===== config.mk =====
export PLATFORM = sky130hd
export DESIGN_NAME = pipeline_stage4_mem_wb
export DESIGN_NICKNAME = d
export VERILOG_FILES = /design/src/rtl/pipeline_stage4_mem_wb.sv
export SDC_FILE = /design/constraint.sdc
export NUM_CORES = 1
export LEC_CHECK = 0
export ABC_AREA = 1
export ABC_CLOCK_PERIOD_IN_PS = 3600
export BUFFER_PORTS_ARGS = -buffer_cell sky130_fd_sc_hd__clkbuf_2
export CORE_MARGIN = 2
export CORE_UTILIZATION = 35
export DETAILED_ROUTE_END_ITERATION = 6
export GPL_ROUTABILITY_DRIVEN = 1
export PLACE_DENSITY = 0.65
export SYNTH_ARGS = -nofsm -noshare
export SYNTH_HDL_FRONTEND = slang
export SYNTH_SLANG_ARGS = --single-unit

===== constraint.sdc =====
create_clock -name clk -period 3.6 [get_ports clk]
set_input_delay 0.18 -clock clk [delete_from_list [all_inputs] [get_ports clk]]
set_output_delay 0.18 -clock clk [all_outputs]
set_load 0.1 [all_outputs]

===== src/rtl/pipeline_stage4_mem_wb.sv =====
// Memory/writeback stage: runs the data-memory req/ack access for loads and stores,
// stalls upstream while it waits, then drives the register-file write port.
module pipeline_stage4_mem_wb #(
   parameter int ACK_TIMEOUT = 15,
   parameter int DW          = 16,
   parameter int AW          = 5
) (
   input  logic          clk,
   input  logic          rst,
   input  logic          valid_in,
   input  logic          reg_we_in,
   input  logic          mem_bypass_in,
   input  logic          mem_we_in,
   input  logic          aux_in,
   input  logic [AW-1:0] wa_in,
   input  logic [DW-1:0] alu_in,
   input  logic [DW-1:0] sd_in,
   output logic          stall_out,
   output logic          mem_req,
   output logic          mem_wr,
   output logic [DW-2:0] mem_addr,
   output logic [1:0]    mem_be,
   output logic [DW-1:0] mem_wdata,
   input  logic          mem_ack,
   input  logic [DW-1:0] mem_rdata,
   output logic          rf_we,
   output logic [AW-1:0] rf_wa,
   output logic [DW-1:0] rf_wd,
   output logic          err
);

   localparam logic [0:0] S_IDLE = 1'b0;
   localparam logic [0:0] S_WAIT = 1'b1;

   localparam int              CW       = (ACK_TIMEOUT < 2) ? 1 : $clog2(ACK_TIMEOUT);
   localparam logic [CW-1:0]   CNT_LAST = CW'(ACK_TIMEOUT - 1);

   logic [0:0]    state_q, state_d;
   logic [CW-1:0] cnt_q, cnt_d;
   logic          err_q, err_d;
   logic          mem_req_q, mem_req_d;
   logic          mem_wr_q, mem_wr_d;
   logic [DW-2:0] mem_addr_q, mem_addr_d;
   logic [1:0]    mem_be_q, mem_be_d;
   logic [DW-1:0] mem_wdata_q, mem_wdata_d;
   logic [AW-1:0] wa_q, wa_d;
   logic          ldwe_q, ldwe_d;
   logic          aux_q, aux_d;
   logic          a0_q, a0_d;
   logic          rf_we_q, rf_we_d;
   logic [AW-1:0] rf_wa_q, rf_wa_d;
   logic [DW-1:0] rf_wd_q, rf_wd_d;
   logic          sk_vld_q, sk_vld_d;
   logic [AW-1:0] sk_wa_q, sk_wa_d;
   logic [DW-1:0] sk_wd_q, sk_wd_d;

   logic in_wait, ack_w, tmo_w, free_w, accept_w, mem_acc_w, alu_wr_w, ld_wr_w;

   function automatic logic [DW-1:0] load_data(input logic byte_acc, input logic hi,
                                                input logic [DW-1:0] rd);
      if (!byte_acc) return rd;
      return {{(DW-8){1'b0}}, (hi ? rd[15:8] : rd[7:0])};
   endfunction

   assign in_wait   = (state_q == S_WAIT);
   assign ack_w     = in_wait && mem_ack;
   assign tmo_w     = in_wait && !mem_ack && (cnt_q == CNT_LAST);
   assign free_w    = !in_wait || ack_w || tmo_w;
   assign stall_out = !free_w;
   assign accept_w  = free_w && valid_in;
   assign mem_acc_w = mem_we_in || !mem_bypass_in;
   assign alu_wr_w  = accept_w && !mem_acc_w && reg_we_in && (wa_in != '0);
   assign ld_wr_w   = ack_w && ldwe_q;

   always_comb begin
      state_d     = state_q;
      cnt_d       = cnt_q;
      err_d       = err_q || tmo_w;
      mem_req_d   = mem_req_q;
      mem_wr_d    = mem_wr_q;
      mem_addr_d  = mem_addr_q;
      mem_be_d    = mem_be_q;
      mem_wdata_d = mem_wdata_q;
      wa_d        = wa_q;
      ldwe_d      = ldwe_q;
      aux_d       = aux_q;
      a0_d        = a0_q;
      if (ack_w || tmo_w) begin
         state_d   = S_IDLE;
         mem_req_d = 1'b0;
      end else if (in_wait) begin
         cnt_d = cnt_q + CW'(1);
      end
      // A new access may start on the same edge that retires the previous one
      if (accept_w && mem_acc_w) begin
         state_d     = S_WAIT;
         cnt_d       = '0;
         mem_req_d   = 1'b1;
         mem_wr_d    = mem_we_in;
         mem_addr_d  = alu_in[DW-1:1];
         mem_be_d    = aux_in ? (alu_in[0] ? 2'b10 : 2'b01) : 2'b11;
         mem_wdata_d = aux_in ? {(DW/8){sd_in[7:0]}} : sd_in;
         wa_d        = wa_in;
         ldwe_d      = reg_we_in && !mem_we_in && (wa_in != '0);
         aux_d       = aux_in;
         a0_d        = alu_in[0];
      end
   end

   // A load completing on the same edge as an ALU op takes the port first; the ALU
   // result rides a one-entry skid so both retire on consecutive cycles.
   always_comb begin
      rf_we_d  = 1'b0;
      rf_wa_d  = rf_wa_q;
      rf_wd_d  = rf_wd_q;
      sk_vld_d = 1'b0;
      sk_wa_d  = sk_wa_q;
      sk_wd_d  = sk_wd_q;
      if (ld_wr_w || sk_vld_q) begin
         rf_we_d = 1'b1;
         rf_wa_d = ld_wr_w ? wa_q : sk_wa_q;
         rf_wd_d = ld_wr_w ? load_data(aux_q, a0_q, mem_rdata) : sk_wd_q;
         if (alu_wr_w) begin
            sk_vld_d = 1'b1;
            sk_wa_d  = wa_in;
            sk_wd_d  = alu_in;
         end
      end else if (alu_wr_w) begin
         rf_we_d = 1'b1;
         rf_wa_d = wa_in;
         rf_wd_d = alu_in;
      end
   end

   always_ff @(posedge clk or posedge rst) begin
      if (rst) begin
         state_q     <= S_IDLE;
         cnt_q       <= '0;
         err_q       <= 1'b0;
         mem_req_q   <= 1'b0;
         mem_wr_q    <= 1'b0;
         mem_addr_q  <= '0;
         mem_be_q    <= '0;
         mem_wdata_q <= '0;
         wa_q        <= '0;
         ldwe_q      <= 1'b0;
         aux_q       <= 1'b0;
         a0_q        <= 1'b0;
         rf_we_q     <= 1'b0;
         rf_wa_q     <= '0;
         rf_wd_q     <= '0;
         sk_vld_q    <= 1'b0;
         sk_wa_q     <= '0;
         sk_wd_q     <= '0;
      end else begin
         state_q     <= state_d;
         cnt_q       <= cnt_d;
         err_q       <= err_d;
         mem_req_q   <= mem_req_d;
         mem_wr_q    <= mem_wr_d;
         mem_addr_q  <= mem_addr_d;
         mem_be_q    <= mem_be_d;
         mem_wdata_q <= mem_wdata_d;
         wa_q        <= wa_d;
         ldwe_q      <= ldwe_d;
         aux_q       <= aux_d;
         a0_q        <= a0_d;
         rf_we_q     <= rf_we_d;
         rf_wa_q     <= rf_wa_d;
         rf_wd_q     <= rf_wd_d;
         sk_vld_q    <= sk_vld_d;
         sk_wa_q     <= sk_wa_d;
         sk_wd_q     <= sk_wd_d;
      end
   end

   assign mem_req   = mem_req_q;
   assign mem_wr    = mem_wr_q;
   assign mem_addr  = mem_addr_q;
   assign mem_be    = mem_be_q;
   assign mem_wdata = mem_wdata_q;
   assign rf_we     = rf_we_q;
   assign rf_wa     = rf_wa_q;
   assign rf_wd     = rf_wd_q;
   assign err       = err_q;

endmodule


==> results of run 1 <==
through the flow:
step	setup WS (ps)	cells	utilization
6_report	1340	828	0.438
5_1_grt	1130	828	0.438
4_1_cts	1350	828	0.438
3_5_place_dp	1360	813	0.416
3_3_place_gp	1480	813	0.416
2_1_floorplan	1030	551	-
logic make-up (layout without fill, tap and decap cells):
| logic type | Yosys count | count (layout) | share of synthesized area |
|---|---|---|---|
| compound gates | 40 | 40 | 0.0554 |
| xor+xnor | 2 | 2 | 0.00404 |
| fa+ha+maj | 2 | 2 | 0.00577 |
| buf+inv | 63 | 172 | 0.0652 |
| flops | 92 | 92 | 0.531 |
| simple gates | 352 | 352 | 0.339 |
worst max-delay path by stage:
stage                         from     endpoint  slack, ps  cells after the start
after global placement    cnt_q[0]   sk_wd_q[5]       1480                      9
after global routing      cnt_q[0]  sk_wd_q[12]       1130                      9
final                     sk_vld_q     rf_wd[8]       1340                      6
after detailed placement  sk_vld_q     rf_wa[3]       1360                      6
after CTS                 sk_vld_q     rf_wd[8]       1350                      6
after floorplan                rst         a0_q       1030                      1
worst register-to-register path, delay by kind of cell, from the launching register on:
| kind | cells | cell delay (ps) |
|---|---|---|
| AO/OA/AOI/OAI | 1 | 400 |
| buffers and inverters | 2 | 750 |
| flip-flops | 1 | 550 |
| AND/OR/NAND/NOR | 3 | 450 |
per-layer routing:
metal,part of all wire,vias to the layer above,global-route usage,wire length (um)
met4,0.010,0,0.0530,118
met1,0.48,1831,0.253,5480
met5,0,-,0,0
met3,0.050,6,0.0401,582
li1,-,1948,-,-
met2,0.46,93,0.281,5350
registers in the layout, indices dropped and copies added (netlist names):
name / cells
mem_req: 1
sk_wd_q: 16
sk_vld_q: 1
rf_we: 1
a0_q: 1
aux_q: 1
ldwe_q: 1
mem_addr: 15
err: 1
wa_q: 5
cnt_q: 4
rf_wd: 16
mem_wr: 1
mem_be: 2
rf_wa: 5
mem_wdata: 16
sk_wa_q: 5
layout make-up:
class	instances	area [sq um]	area share
Timing Repair Buffer	123	626	0.118
Sequential cell	92	2300	0.435
Inverter	34	130	0.0246
Multi-Input combinational cell	396	1750	0.332
Clock inverter	5	37.5	0.00710
Tap cell	168	210	0.0398
Clock buffer	10	229	0.0433
report_power, final:
group / internal (uW) / total (uW) / switching [uW]
combinational: 244 / 1700 / 1450
sequential: 1230 / 1350 / 123
clock: 468 / 865 / 398
total: 1940 / 3920 / 1970
cells in the final DEF (no fill, tap or decap):
| master | instances |
|---|---|
| xor2_1 | 1 |
| nand3_4 | 1 |
| o211ai_1 | 7 |
| o31ai_1 | 1 |
| nor2_4 | 1 |
| clkinv_2 | 1 |
| nor2_2 | 2 |
| inv_4 | 1 |
| clkbuf_16 | 9 |
| buf_4 | 4 |
| xnor2_1 | 1 |
| clkbuf_2 | 119 |
| o21ai_2 | 1 |
| clkinvlp_4 | 2 |
| inv_2 | 3 |
| nor2_1 | 7 |
| o21ai_1 | 1 |
| dfrtp_1 | 92 |
| clkbuf_1 | 1 |
| o211ai_4 | 1 |
| ha_1 | 2 |
| nand3_1 | 83 |
| inv_1 | 30 |
| nand2_1 | 254 |
| nand2_4 | 1 |
| o21ai_0 | 29 |
| nand2_2 | 2 |
| inv_6 | 2 |
| nand3_2 | 1 |
==> out/qor.yml, run 1 <==
relSlewSlack: 0.391
cts.path.max_buffers: 2
io-pin-count: 120
ys.flop_type: "dfrtp_1"
syn_nets: 614
layout_min_cycle_time_ps: 2260
yosysMostFrequentCell: "nand2_1"
synth_top_area_share: 0.531
hpwlAfterDp_um: 8400
clock_skew_ps: 10.2
number_of_synthesized_flops_with_an_enable_pin: 0
cts.repair_timing.setup_buffer_count: 0
fin_crit_sh: 0.628
cell_breakdown_of_the_critical_path: "inv_1 > nand2_2 > inv_2 > o21ai_2 > nand2_1 > nand2_1"
hold_slack_ps: -29.7
crit_required_ps: 3830
synth.yosys.seq_area_share: 0.531
critical_path.slowest_cell: "dfrtp_1"
gr-usage-all-layers: 0.181
via_count: 3878
p_total_uw: 3920
design.core.area_sq_um: 12100
placed_cell_areas_sq_um: 5020
detail_route.iter0.violations: 289
synthDistinctLibCells: 25
synth_warn: 0
hp-class: "input port to asynchronous set/reset pin"
synthesis_stage_register_bit_count: 92
first_global_vias: 3750
fin_area_sq_um: 5290
syn_to_final_growth_pct: 21.9
grt_antenna_before_repair: 0
filler_cell_count: 1224
fp.dieH_um: 115
timing.critical_path.from_type: "flop"
route.antenna.remaining_nets: 0
tritoncts_num_sinks: 92
critical_path.max_fanout: 35
die_width_um: 115
critPathCaptureType: "flop"
fmax_ghz: 0.442
final_max_slew_viol_count: 0
crit_buf_inv: 2
post_syn_instances: 551
rsz0062_at_grt: "false"
drive_above_1_share: 0.229
r2r_slack_ps: 1340
grt-ovfl-total: 0
finish.net_count: 719
die-area_sq_um: 13300
ws_path_type: "flop to flop"
cpMostUsedCell: "nand2_1"
synthArstFlopShare: 1.00
largest_net_degree_at_the_start_of_global_routing: 65
cp_slowest_stage_delay_ps: 550
reg2regPathDepth: 6
timing_worst_slew_pin_value_ps: 909
timing.setup.tns_ps: 0
cts_tree: "done"
grt_pass1_wl_um: 18600
cts_root_buffer: "clkbuf_16"
clk_latency_ps: 340
post_cts_resize_count: 0
number_of_port_buffers: 119
timing.critical_path.max_delay_family: "buffers and inverters"
finalHoldViolations: 25
worst-endpoint-arrival_ps: 2490
wl_um: 11500
floorplan.initialDensity: 0.360
ir_worst_vdd_v: 0.000316
hold_fix_buffers_at_cts: 0
clkSlewWorstSetupHoldPaths_ps: 70
failed_checks: "negative hold slack"
ys_top_cells_by_area: "dfrtp_1, nand2_1, nand3_1"
gp_congestion: 0.875
syn-mean-instance-area_sq_um: 7.87
r2r_start: "sk_vld_q"
mappedNetlistArea_sq_um: 4340
routed_wire_length_per_instance_um: 13.9
synth_common_cells: "nand2_1, dfrtp_1, nand3_1, inv_1, o21ai_0"
power_per_standard_cell_area_nw_per_um2: 741
setup_violations: 0
synth_largest_area_cell: "dfrtp_1"
placement_rows: 40
detail_route.first_pass.iterations: 5
tritoncts.num_buffers: 9
htreeDepth: 3
route.detailed.vias_per_inst: 4.68
status: "complete, but fails checks"
leakage_uw: 0.00293
maximum_capacitance_violations: 0
rr_endpoint: "rf_wd[8]"
antenna-diode-count: 0
drc_errors: 0
No activity file was read; power rests on OpenSTA's default activity.
==> inputs of run 2 (changes only) <==
Settings changed: ABC_AREA 1 to 0, ABC_CLOCK_PERIOD_IN_PS 3600 to 2350.
Clock period 3.6 ns to 2.35 ns, I/O delays scaled along.
==> run 2 against run 1 <==
  * The run now ends clean
  * Clock-buffer cell count stayed put
  * Critical path depth stayed put
  * Sequential power is 57% higher
  * Clock power is 72% higher
  * Setup slack worse by 1100 ps
  * Combinational power is 72% higher
  * Final cell count is 25% lower
  * Critical path type unchanged
==> out/qor.yml, run 2 <==
syn_to_final_growth_pct: 25.7  # was 21.9%
first_global_vias: 3034  # was 3750
syn-mean-instance-area_sq_um: 13.4  # was 7.87 sq um
switching_power_total_uw: 3170  # was 1970 uW
power_per_standard_cell_area_nw_per_um2: 1200  # was 741 nW/um^2
design.core.area_sq_um: 12100  # unchanged
comb_power_share: 0.448  # was 0.433
fmax_ghz: 0.472  # was 0.442 GHz
post_place_setup_slack_ps: 193  # was 1360 ps
timing_worst_slew_pin_value_ps: 773  # was 909 ps
route.antenna.remaining_nets: 0  # unchanged
post_syn_instances: 323  # was 551
tritoncts_num_sinks: 92  # unchanged
grt_pass1_wl_um: 15500  # was 18600 um
mostFrequentLayoutCells: "clkbuf_2, dfrtp_1, mux2_4"  # was nand2_1, clkbuf_2, dfrtp_1
synth_warn: 0  # unchanged
detailroute.wirelength.met3_um: 673  # was 582 um
crit_required_ps: 2580  # was 3830 ps
layout_min_cycle_time_ps: 2120  # was 2260 ps
clock_skew_ps: 10.5  # was 10.2 ps
fin_crit_sh: 0.902  # was 0.628
post_route_met1_wirelength_um: 4340  # was 5480 um
maximum_capacitance_violations: 0  # unchanged
ws_path_type: "flop to flop"  # unchanged
number_of_port_buffers: 119  # unchanged
worst-endpoint-arrival_ps: 2350  # was 2490 ps
synth_top_area_share: 0.532  # was 0.531
hp-class: "input port to flop"  # was input port to asynchronous set/reset pin
relSlewSlack: 0.484  # was 0.391
finalHoldViolations: 0  # was 25
status: "completed"  # was complete, but fails checks
wl_um: 9730  # was 11500 um
gr-usage-all-layers: 0.153  # was 0.181
via_count: 2934  # was 3878
grt-ovfl-total: 0  # unchanged
fp.dieH_um: 115  # about the same
detail_route.iter0.violations: 68  # was 289
cts.repair_timing.setup_buffer_count: 0  # unchanged
finish.net_count: 507  # was 719
drive_above_1_share: 0.497  # was 0.229
synthDistinctLibCells: 31  # was 25
ys_top_cells_by_area: "dfrtp_1, mux2_4, mux2_2"  # was dfrtp_1, nand2_1, nand3_1
reg2regPathDepth: 6  # unchanged
die_width_um: 115  # about the same
power.internal_uw: 3360  # was 1940 uW
route.detailed.vias_per_inst: 4.76  # was 4.68
tritoncts.num_buffers: 9  # unchanged
io-pin-count: 120  # unchanged
critical_path.max_fanout: 22  # was 35
route.met2.wl_um: 4610  # was 5350 um
post-route-worst-setup-slack_ps: 231  # was 1340 ps
cts.path.max_buffers: 2  # unchanged
rsz0062_at_grt: "false"  # unchanged
clk_latency_ps: 340  # about the same
grt_antenna_before_repair: 0  # unchanged
leakage_uw: 0.00266  # was 0.00293 uW
antenna-diode-count: 0  # unchanged
critPathCaptureType: "flop"  # unchanged
gp_congestion: 0.780  # was 0.875
syn_nets: 386  # was 614
yosysMostFrequentCell: "dfrtp_1"  # was nand2_1
timing.setup.tns_ps: 0  # unchanged
netSwitchingFraction: 0.485  # was 0.504
largest_net_degree_at_the_start_of_global_routing: 47  # was 65
number_of_synthesized_flops_with_an_enable_pin: 0  # unchanged
power_frac_clock: 0.227  # was 0.221
power.sequential.fraction: 0.325  # was 0.346
mappedNetlistArea_sq_um: 4330  # was 4340 sq um
layout.cells.most_common: "clkbuf_2"  # was nand2_1
filler_cell_count: 1116  # was 1224
drc_errors: 0  # unchanged
die-area_sq_um: 13300  # about the same
synth_common_cells: "dfrtp_1, mux2_4, mux2_2, mux2i_1, o21ai_0"  # was nand2_1, dfrtp_1, nand3_1, inv_1, o21ai_0
ys.flop_type: "dfrtp_1"  # unchanged
synth.yosys.seq_area_share: 0.532  # was 0.531
synthArstFlopShare: 1.00  # unchanged
min_path_cells: 2
cts_tree: "done"  # unchanged
routed_wire_length_per_instance_um: 15.8  # was 13.9 um
cts_root_buffer: "clkbuf_16"  # unchanged
detail_route.first_pass.iterations: 4  # was 5
placement_rows: 40  # unchanged
ir_worst_vdd_v: 0.000778  # was 0.000316 V
hpwlAfterDp_um: 7150  # was 8400 um
synth_largest_area_cell: "dfrtp_1"  # unchanged
synthesis_stage_register_bit_count: 92  # unchanged
floorplan.initialDensity: 0.359  # was 0.360
final_max_slew_viol_count: 0  # unchanged
setup_violations: 0  # unchanged
timing.critical_path.from_type: "flop"  # unchanged
clkSlewWorstSetupHoldPaths_ps: 70  # about the same
top_signal_layer_used: "met4"  # unchanged
htreeDepth: 3  # unchanged
[run 2: cell count changes in the layout (fill, tap and decap cells not counted), sizes merged, moves of 10 or more]
cell,previous run,this run
and3,0,10
nand2,257,18
inv,36,7
mux2i,0,29
nand3,85,6
mux2,0,72
[run 2: path summary, 6_finish.rpt]
kind	from	end	slack, ps
hold / removal	sd_in[1]	mem_wdata[1]	20
setup reg to reg	cnt_q[0]	rf_wa[4]	230
setup / recovery	cnt_q[0]	rf_wa[4]	230
hold reg to reg	mem_wdata[8]	mem_wdata[8]	480
min in group asynchronous	rst	mem_addr[1]	450
max in group asynchronous	rst	mem_addr[6]	1200
[run 2: cell type report]
cell class / instances / area [sq um] / area share
Sequential cell: 92 / 2300 / 0.423
Clock inverter: 6 / 68.8 / 0.0126
Tap cell: 168 / 210 / 0.0386
Inverter: 6 / 26.3 / 0.00483
Multi-Input combinational cell: 206 / 1900 / 0.348
Clock buffer: 10 / 239 / 0.0439
Timing Repair Buffer: 129 / 698 / 0.128
[run 2: kinds of logic after synthesis]
| family | share of synthesized area |
|---|---|
| fa+ha+maj | 0.00578 |
| simple gates | 0.0668 |
| flops | 0.532 |
| compound gates | 0.0699 |
| mux | 0.287 |
| buf+inv | 0.0344 |
| xor+xnor | 0.00405 |
[run 2: worst max-delay path, stage by stage (launching register included)]
cell and delay (ps):
dfrtp_1 410, inv_1 60, ha_1 200, and3_1 240, o21ai_2 270, o31a_4 440
mux2_2 390
[run 2: what timing repair did]
item                      in CTS  in global routing
gates resized for setup        0                  0
hold endpoints to repair      30                  0
hold buffers                   1                  0
[run 2: power by group through the flow]
stage | Sequential [uW] | Clock, uW | Combinational (uW)
2_1_floorplan | 4020 | 0 | 572
3_3_place_gp | 2140 | 0 | 2920
3_5_place_dp | 2150 | 0 | 2940
4_1_cts | 2130 | 1530 | 2950
5_1_grt | 2160 | 1590 | 3030
6_report | 2120 | 1490 | 2920
[run 2: per-stage QoR]
stage	utilization	hold slack [ps]	total power, uW	cell area, sq um	instances
after floorplan	-	266	4590	4330	323
after global placement	0.425	286	5060	5120	600
after detailed placement	0.425	289	5100	5120	600
after CTS	0.451	13.2	6600	5440	617
after global routing	0.451	22.1	6790	5440	617
final	0.451	23.8	6530	5440	617
[run 2: routing by layer]
layer	GRT usage	vias to the layer above
met5	0	-
met4	0.0442	0
met3	0.0543	9
met2	0.250	93
met1	0.191	1431
li1	-	1401
==> inputs of run 3 (changes only) <==
Settings changed: MAX_ROUTING_LAYER set to met4, PLACE_DENSITY 0.65 to 0.66.
==> run 3 against run 2 <==
  * Sequential power is essentially flat
  * Register-to-register slack lost 50 ps
  * Flip-flop and latch count is the same
  * Non-clock buffer count shrank 2
  * Clock-buffer cell count grew 1
  * Setup slack lost 50 ps
  * Die area is the same
  * Cell area grew 0.28%
  * Clock power grew 7%
  * Via count grew 0.58%
  * Wire length grew 3.9%
  * Critical path type unchanged
  * Largest power group unchanged
  * Highest routed layer unchanged
==> out/qor.yml, run 3 (synthesis gave the netlist of run 2 again) <==
drive_above_1_share: 0.493  # was 0.497
grt-ovfl-total: 0  # unchanged
post-route-worst-setup-slack_ps: 181  # was 231 ps
fin_crit_sh: 0.923  # was 0.902
syn_to_final_growth_pct: 26.0  # was 25.7%
power_per_standard_cell_area_nw_per_um2: 1220  # was 1200 nW/um^2
drc_errors: 0  # unchanged
finalHoldViolations: 0  # unchanged
cts_root_buffer: "clkbuf_16"  # unchanged
via_count: 2951  # was 2934
r2r_start: "cnt_q[0]"  # unchanged
tritoncts.num_buffers: 9  # unchanged
critical_path.max_fanout: 22  # unchanged
clock_skew_ps: 6.50  # was 10.5 ps
fmax_ghz: 0.461  # was 0.472 GHz
r2r_slack_ps: 180  # was 230 ps
timing.setup.tns_ps: 0  # unchanged
rsz0062_at_grt: "false"  # unchanged
worst-endpoint-arrival_ps: 2390  # was 2350 ps
post_place_setup_slack_ps: 191  # was 193 ps
hold_slack_ps: 26.6  # was 23.8 ps
relSlewSlack: 0.624  # was 0.484
detail_route.iter0.violations: 93  # was 68
largest_net_degree_at_the_start_of_global_routing: 93  # was 47
die-area_sq_um: 13300  # unchanged
cp-endpoint: "sk_wa_q[4]"  # was rf_wa[4]
area_of_the_multi_input_gates_sq_um: 1900  # unchanged
filler_cell_count: 1123  # was 1116
p_total_uw: 6640  # was 6530 uW
number_of_port_buffers: 119  # unchanged
layout.cells.most_common: "clkbuf_2"  # unchanged
fp.dieH_um: 115  # unchanged
finish.net_count: 505  # was 507
first_global_vias: 3176  # was 3034
antenna-diode-count: 0  # unchanged
hp-class: "input port to flop"  # unchanged
gr-usage-all-layers: 0.167  # was 0.153
layout_min_cycle_time_ps: 2170  # was 2120 ps
die_width_um: 115  # unchanged
register_area_sq_um: 2300  # unchanged
crit_required_ps: 2570  # was 2580 ps
cts.path.max_buffers: 2  # unchanged
tritoncts_num_sinks: 92  # unchanged
clkSlewWorstSetupHoldPaths_ps: 70  # about the same
ir_worst_vdd_v: 0.000578  # was 0.000778 V
wl_um: 10100  # was 9730 um
setup_violations: 0  # unchanged
placement_rows: 40  # unchanged
critPathCaptureType: "flop"  # unchanged
timing.critical_path.from_type: "flop"  # unchanged
rr_endpoint: "sk_wa_q[4]"  # was rf_wa[4]
reg2regPathDepth: 7  # was 6
leakage_uw: 0.00266  # about the same
clk_latency_ps: 350  # was 340 ps
final_max_slew_viol_count: 0  # unchanged
instances_no_fill: 614  # was 617
design.core.area_sq_um: 12100  # unchanged
timing_worst_slew_pin_value_ps: 567  # was 773 ps
hold_start: "sd_in[6]"  # was sd_in[1]
routed_wire_length_per_instance_um: 16.5  # was 15.8 um
ws_path_type: "flop to flop"  # unchanged
io-pin-count: 120  # unchanged
place_inst: 598  # was 600
cts_tree: "done"  # unchanged
grt_pass1_wl_um: 16300  # was 15500 um
htreeDepth: 3  # unchanged
floorplan.initialDensity: 0.359  # unchanged
grt_antenna_before_repair: 0  # unchanged
startpoint: "cnt_q[0]"  # unchanged
hpwlAfterDp_um: 7180  # was 7150 um
route.detailed.vias_per_inst: 4.81  # was 4.76
detail_route.first_pass.iterations: 4  # unchanged
gp_congestion: 0.800  # was 0.780
status: "completed"  # unchanged
route.antenna.remaining_nets: 0  # unchanged
mostFrequentLayoutCells: "clkbuf_2, dfrtp_1, mux2_4"  # unchanged
maximum_capacitance_violations: 0  # unchanged
cts.repair_timing.setup_buffer_count: 0  # unchanged
## run 3: cell types whose count changed in the layout (fill, tap and decap cells not counted)
cell / previous run / this run
clkbuf_8: 1 / 2
buf_12: 2 / 3
inv_6: 2 / 0
bufinv_16: 1 / 2
clkinv_4: 1 / 0
buf_4: 7 / 4
## run 3: timing repair
item,4_1_cts,5_1_grt
hold buffers,1,0
endpoints found under the hold margin,92,0
resized for setup,0,0
## run 3: cell type report
| type | count | area share |
|---|---|---|
| clock buffer | 11 | 0.0463 |
| clock inverter | 4 | 0.0133 |
| inverter | 6 | 0.00482 |
| multi-input combinational | 206 | 0.347 |
| sequential | 92 | 0.422 |
| tap | 168 | 0.0385 |
| timing repair buffer | 127 | 0.127 |
## run 3: metal layers
metal | vias up | routed length, um | GRT usage
met1 | 1454 | 4560 | 0.202
met3 | 15 | 531 | 0.0522
met5 | - | 0 | -
met4 | 0 | 146 | 0.0522
li1 | 1391 | - | -
met2 | 91 | 4880 | 0.267
## run 3: through the flow
step           utilization  cell area, sq um
2_1_floorplan            -              4330
3_3_place_gp         0.425              5120
6_report             0.452              5460
5_1_grt              0.452              5460
3_5_place_dp         0.425              5120
4_1_cts              0.452              5460
## run 3: report_power, final
part	total, uW	internal [uW]	switching (uW)
Sequential	2120	1910	208
Combinational	2930	593	2340
Clock	1590	982	607
Total	6640	3480	3150
## run 3: worst max-delay path, cell delays in order, from the launching register on
cell	delay, ps
dfrtp_1	420
inv_1	70
ha_1	160
and3_1	290
o21ai_2	140
nor4_4	340
buf_12	260
mux2_2	360
## run 3: worst min-delay path by stage
stage,to,slack (ps),cells after the start
after floorplan,sk_wa_q[0],270,1
after global placement,mem_be[0],290,3
after detailed placement,mem_addr[1],290,3
after CTS,mem_wdata[1],10,2
after global routing,mem_wdata[7],20,2
final,mem_wdata[6],30,2
